**config.mk**
```make
export PLATFORM = sky130hd
export DESIGN_NAME = icache
export DESIGN_NICKNAME = d
export VERILOG_FILES = /design/src/rtl/icache_pkg.sv /design/src/rtl/icache_array.sv /design/src/rtl/icache.sv
export SDC_FILE = /design/constraint.sdc
export NUM_CORES = 1
export LEC_CHECK = 0
export ABC_CLOCK_PERIOD_IN_PS = 1800
export CORE_MARGIN = 2
export CORE_UTILIZATION = 40
export CTS_CLUSTER_DIAMETER = 100
export CTS_CLUSTER_SIZE = 14
export DETAILED_ROUTE_END_ITERATION = 12
export PLACE_DENSITY = 0.81
export SLEW_MARGIN = 20
export SYNTH_ARGS = -nofsm -noshare
export SYNTH_HDL_FRONTEND = slang
export SYNTH_SLANG_ARGS = --single-unit
```
**constraint.sdc**
```tcl
create_clock -name clk -period 1.8 [get_ports clk]
set_clock_uncertainty 0.1 [all_clocks]
set_input_delay 0.45 -clock clk [delete_from_list [all_inputs] [get_ports clk]]
set_output_delay 0.45 -clock clk [all_outputs]
set_load 0.02 [all_outputs]
```
**src/rtl/icache_pkg.sv**
```systemverilog
// Shared encodings and line geometry for the direct-mapped instruction cache.
package icache_pkg;

  typedef enum logic [1:0] {
    ICACHE_IDLE   = 2'd0,
    ICACHE_REFILL = 2'd1,
    ICACHE_RESP   = 2'd2
  } icache_state_e;

  localparam int LINE_OFF_W     = 4;
  localparam int WORDS_PER_LINE = 4;
  localparam int WORD_SEL_W     = 2;

endpackage

```
**src/rtl/icache_array.sv**
```systemverilog
// Valid/tag/data storage: combinational read of one line, synchronous per-word
// write, and an install strobe that writes the tag and sets the valid bit.
module icache_array
  import icache_pkg::*;
#(
  parameter int INDEX_W = 6,
  parameter int TAG_W   = 22
) (
  input  logic                                 clk,
  input  logic                                 rst,
  input  logic [INDEX_W-1:0]                   rd_idx,
  output logic                                 rd_valid,
  output logic [TAG_W-1:0]                     rd_tag,
  output logic [WORDS_PER_LINE-1:0][31:0]      rd_data,
  input  logic [INDEX_W-1:0]                   wr_idx,
  input  logic                                 wr_en,
  input  logic [WORD_SEL_W-1:0]                wr_word,
  input  logic [31:0]                          wr_data,
  input  logic                                 install,
  input  logic [TAG_W-1:0]                     install_tag
);

  localparam int LINES = 1 << INDEX_W;

  logic [LINES-1:0]                    valid_q, valid_d;
  logic [TAG_W-1:0]                    tag_q  [LINES];
  logic [WORDS_PER_LINE-1:0][31:0]     data_q [LINES];

  always_comb begin
    valid_d = valid_q;
    if (install) valid_d[wr_idx] = 1'b1;
  end

  // Only the valid bits need reset; tags and data are qualified by them.
  always_ff @(posedge clk or negedge rst) begin
    if (!rst) valid_q <= '0;
    else      valid_q <= valid_d;
  end

  always_ff @(posedge clk) begin
    if (wr_en)   data_q[wr_idx][wr_word] <= wr_data;
    if (install) tag_q[wr_idx]           <= install_tag;
  end

  assign rd_valid = valid_q[rd_idx];
  assign rd_tag   = tag_q[rd_idx];
  assign rd_data  = data_q[rd_idx];

endmodule

```
**src/rtl/icache.sv**
```systemverilog
// Direct-mapped instruction cache top: FSM, refill counter and address logic.
// Define ICACHE_EN to build the cached version; otherwise every fetch is a single-word read.
module icache
  import icache_pkg::*;
#(
  parameter int INDEX_W = 6,
  parameter int ADDR_W  = 32
) (
  input  logic              clk,
  input  logic              rst,
  input  logic              rdy,
  input  logic [ADDR_W-1:0] pc_in,
  input  logic              pc_valid,
  input  logic              flush,
  output logic [31:0]       ins_out,
  output logic              ins_valid,
  output logic              mem_req,
  output logic [ADDR_W-1:0] mem_addr,
  input  logic              mem_ack,
  input  logic [31:0]       mem_data
);

  localparam int TAG_W = ADDR_W - LINE_OFF_W - INDEX_W;

  icache_state_e           state_q, state_d;
  logic [ADDR_W-1:0]       req_pc_q, req_pc_d;
  logic [WORD_SEL_W-1:0]   cnt_q, cnt_d;
  logic [31:0]             ins_out_q, ins_out_d;
  logic                    discard_q, discard_d;
  logic                    accept;
  logic                    unused_lsbs;

  assign unused_lsbs = ^req_pc_q[1:0];

  // Suppressed during a discarded response, a same-cycle flush, or a stall.
  assign ins_valid = (state_q == ICACHE_RESP) && rdy && !discard_q && !flush;
  assign accept    = pc_valid && !flush && !ins_valid;
  assign mem_req   = (state_q == ICACHE_REFILL);
  assign ins_out   = ins_out_q;

`ifdef ICACHE_EN
  logic                               rd_valid, hit, wr_en, install;
  logic [TAG_W-1:0]                   rd_tag;
  logic [WORDS_PER_LINE-1:0][31:0]    rd_data;
  logic [INDEX_W-1:0]                 rd_idx, req_idx;
  logic [WORD_SEL_W-1:0]              req_word;

  assign req_idx  = req_pc_q[LINE_OFF_W +: INDEX_W];
  assign req_word = req_pc_q[LINE_OFF_W-1:2];
  assign rd_idx   = (state_q == ICACHE_IDLE) ? pc_in[LINE_OFF_W +: INDEX_W] : req_idx;
  assign hit      = rd_valid && (rd_tag == pc_in[ADDR_W-1 -: TAG_W]);
  assign mem_addr = {req_pc_q[ADDR_W-1:LINE_OFF_W], cnt_q, 2'b00};

  icache_array #(
    .INDEX_W (INDEX_W),
    .TAG_W   (TAG_W)
  ) u_array (
    .clk         (clk),
    .rst         (rst),
    .rd_idx      (rd_idx),
    .rd_valid    (rd_valid),
    .rd_tag      (rd_tag),
    .rd_data     (rd_data),
    .wr_idx      (req_idx),
    .wr_en       (wr_en),
    .wr_word     (cnt_q),
    .wr_data     (mem_data),
    .install     (install),
    .install_tag (req_pc_q[ADDR_W-1 -: TAG_W])
  );
`else
  assign mem_addr = {req_pc_q[ADDR_W-1:2], 2'b00};
`endif

  always_comb begin
    state_d   = state_q;
    req_pc_d  = req_pc_q;
    cnt_d     = cnt_q;
    ins_out_d = ins_out_q;
    discard_d = discard_q;
`ifdef ICACHE_EN
    wr_en     = 1'b0;
    install   = 1'b0;
`endif
    if (rdy) begin
      unique case (state_q)
        ICACHE_IDLE: begin
          if (accept) begin
            req_pc_d = pc_in;
            cnt_d    = '0;
`ifdef ICACHE_EN
            if (hit) begin
              ins_out_d = rd_data[pc_in[LINE_OFF_W-1:2]];
              state_d   = ICACHE_RESP;
            end else begin
              state_d   = ICACHE_REFILL;
            end
`else
            state_d = ICACHE_REFILL;
`endif
          end
        end
        ICACHE_REFILL: begin
          // The memory read cannot be aborted, so a flush only marks the result stale.
          if (flush) discard_d = 1'b1;
          if (mem_ack) begin
`ifdef ICACHE_EN
            wr_en = 1'b1;
            if (cnt_q == 2'd3) begin
              install   = 1'b1;
              ins_out_d = (req_word == cnt_q) ? mem_data : rd_data[req_word];
              state_d   = ICACHE_RESP;
            end else begin
              cnt_d = cnt_q + 2'd1;
            end
`else
            ins_out_d = mem_data;
            state_d   = ICACHE_RESP;
`endif
          end
        end
        ICACHE_RESP: begin
          state_d   = ICACHE_IDLE;
          discard_d = 1'b0;
        end
        default: state_d = ICACHE_IDLE;
      endcase
    end
  end

  always_ff @(posedge clk or negedge rst) begin
    if (!rst) begin
      state_q   <= ICACHE_IDLE;
      req_pc_q  <= '0;
      cnt_q     <= '0;
      ins_out_q <= '0;
      discard_q <= 1'b0;
    end else begin
      state_q   <= state_d;
      req_pc_q  <= req_pc_d;
      cnt_q     <= cnt_d;
      ins_out_q <= ins_out_d;
      discard_q <= discard_d;
    end
  end

endmodule

```
==> metrics <==
drt drc 0; post-synthesis mux area share roughly 31%; crit path kind reg2out; final std cells w/o fill 379; dpl hpwl 4350 um; Placeable Area around 6400 sq um; Die Height about 85 um; RSZ-0062 raised after global routing true; CP Data Arrival Time roughly 1.3 ns; Synth Instances 150; largest net degree at the start of global routing 66; GRT Max-Usage Layer met2; Final Power between 6 and 7 mW; # port buffers around 130; Clock power frac a little under a quarter; Reg clk slew, reported paths 0.07 ns; syn_area_per_cell between 15 and 20 sq um; Ports approximately 140; fraction of layout cells with a size suffix above 1 32.5%; worst skew pair latency between 0.3 and 0.4 ns; global-route wire length before repair 9900 um; Bufs on Longest Clock Path 2; nets@finish 367; Total GRT Usage ~18%; Final Max Tran Viols 0; post-layout min period 1.81 ns; Area Growth Syn to Fin 62.8%; met2 Track Usage GR a little over 30%; GR Layer Usage met1 about a fifth; Leakage around 2.1 nW; power per cell area ~1500 nW/um^2; Synth Warn # 0; largest family of logic cells by synthesized area multiplexers; Startpoint Class flop; Distinct cells, synth 17; top cells by area, synth dfrtp_1, mux2_4, mux2_2; final hold violations 0; mapped cell area between 2000 and 3000 sq um; status finished, violations left; clock sink count 65; antenna diode count 0; CTS root buf clkbuf_8; drt total wl roughly 6000 um; post-synthesis compound-gate area fraction less than 1%; post-synth top area share 61.6%; detailed-route via count around 1.8k; Inst Count DP between 300 and 400; met3 usage between 8 and 9%; H-tree depth 3; Comb pwr share approximately two fifths; initial antenna violation count 0; element type at the critical path end output port; Initial Utilization 41.4%; Flop pwr share 36.2%; Synth Register Bits 65; adder-cell share of the synthesized area 0%; CP required between 1 and 1.5 ns; post-synth top area cell dfrtp_1; Die ar. 7270 sq um; CP cell instances nor4_4 -> buf_4; failing checks setup timing; Synth Area in XOR/XNOR 0%; Critical Path Fanout Max 2; Placed Instance Area about 4100 sq um; Worst path slowest cell dfrtp_2; vias in the first global route approximately 2.0k; Overflow after GRT 0; Psw approximately 2.2 mW; final worst setup slack -0.00874 ns; R2R depth 6; hold_buf cts 0; Detail Route Antenna Nets 0; First-pass DRT Iterations 3; Avg Vias per Cell between 4 and 5; TritonCTS Buffers 9; final instance area around 4300 sq um; Final setup viols 1; routability cong. roughly 0.7; Placement Rows 29; final worst-path cycle share 100%; Max Cap Viol 0; Die Wd about 85 um; CP max stage delay roughly 0.44 ns; CTS tree yes; wire per inst around 16 um; switch share between 30% and 40%; Simple-Gate Fraction of Synth Area approximately 2.9%; maximum operating frequency ~0.55 GHz; peak supply drop about 1.3 mV; P_int 4.41 mW; sequential fraction of the synthesis area 61.6%; class of the worst hold path in2async; initial DRC count 57
[power groups by stage]
stage	registers, mW	clock network, mW	logic [mW]
final	2.38	1.51	2.69
after global routing	2.46	1.63	2.84
after CTS	2.38	1.55	2.73
after detailed placement	2.41	0	3.15
after global placement	2.38	0	3.10
after floorplan	3.14	0	0.813
[flip-flops by register name, summed over array words and instances, names as in the netlist]
signal     flops
req_pc_q      30
state_q        2
ins_out       32
discard_q      1
[area by class of cell]
class / count / area, sq um
Multi-Input combinational cell: 77 / 942
Fill cell: 495 / 2090
Tap cell: 77 / 96.3
Clock inverter: 5 / 103
Clock buffer: 11 / 141
Inverter: 1 / 3.75
Sequential cell: 65 / 1630
Timing Repair Buffer: 143 / 1390
[kinds of logic after synthesis]
group                  after synthesis
buffers and inverters                9
AND/OR/NAND/NOR                      9
other                                1
AO/OA/AOI/OAI                        4
multiplexers                        62
flip-flops                          65
[cell usage in the layout (no fill, tap or decap)]
cell type | netlist | layout
buf_12 | 0 | 6
nor2b_4 | 1 | 1
a21o_1 | 1 | 1
nor2b_1 | 1 | 1
buf_2 | 0 | 1
dfrtp_1 | 65 | 64
clkbuf_8 | 3 | 10
mux2_2 | 31 | 31
nor4_4 | 0 | 1
clkdlybuf4s50_1 | 0 | 64
mux2_4 | 31 | 31
a22o_1 | 1 | 1
inv_1 | 1 | 1
nor2_1 | 1 | 1
dfrtp_2 | 0 | 1
dlygate4sd2_1 | 0 | 64
nand3_4 | 2 | 2
clkinv_2 | 0 | 1
clkbuf_1 | 0 | 1
clkinvlp_4 | 0 | 1
bufinv_16 | 0 | 3
nand2_1 | 3 | 2
o21ai_0 | 2 | 2
conb_1 | 1 | 2
buf_4 | 2 | 8
nand2_2 | 0 | 1
[synth_stat cells (all sizes together)]
library cell   n
nor2           1
a21o           1
buf            5
nand2          3
nor2b          2
mux2          62
o21ai          2
dfrtp         65
a22o           1
conb           1
inv            1
clkbuf         3
nand3          2
nor4           1
[stage by stage]
stage	utilization, %	setup slack, ns	TNS, ns	hold slack (ns)
2_1_floorplan	-	0.0814	0	0.0544
3_3_place_gp	64.6	-0.565	-16.90	0.385
3_5_place_dp	64.6	-0.696	-18.88	0.392
4_1_cts	67.3	-0.0282	-0.0282	0.0226
5_1_grt	67.3	-0.0904	-0.119	0.0210
6_report	67.3	-0.00874	-0.00874	0.0178
[final timing paths]
| kind | startpoint | to | slack (ns) |
|---|---|---|---|
| worst max-delay path | state_q[0] | ins_valid | -0.009 |
| worst min-delay path | rst | ins_out[16] | 0.02 |
| worst max register to register | state_q[1] | ins_out[3] | 0.10 |
| worst min register to register | req_pc_q[26] | req_pc_q[26] | 0.40 |
| max in group asynchronous | rst | state_q[0] | 1.30 |
| min in group clk | req_pc_q[26] | req_pc_q[26] | 0.40 |
[per-layer routing]
layer,part of all wire [%],up-vias
met4,0.73,0
met1,39,867
met2,51,81
li1,-,815
met5,0,-
met3,9.0,6
[critical path, delay by kind of cell (launching register included)]
kind                   cells  cell delay (ns)
DFF                        1             0.44
and+or+nand+nor            1             0.30
buffers and inverters      1             0.19
[what timing repair did]
action,4_1_cts,5_1_grt
gates resized for setup,78,1
pin swaps,1,0
endpoints found under the setup margin,64,2
buffers inserted,0,0
Power figures use the tool's default switching activity.
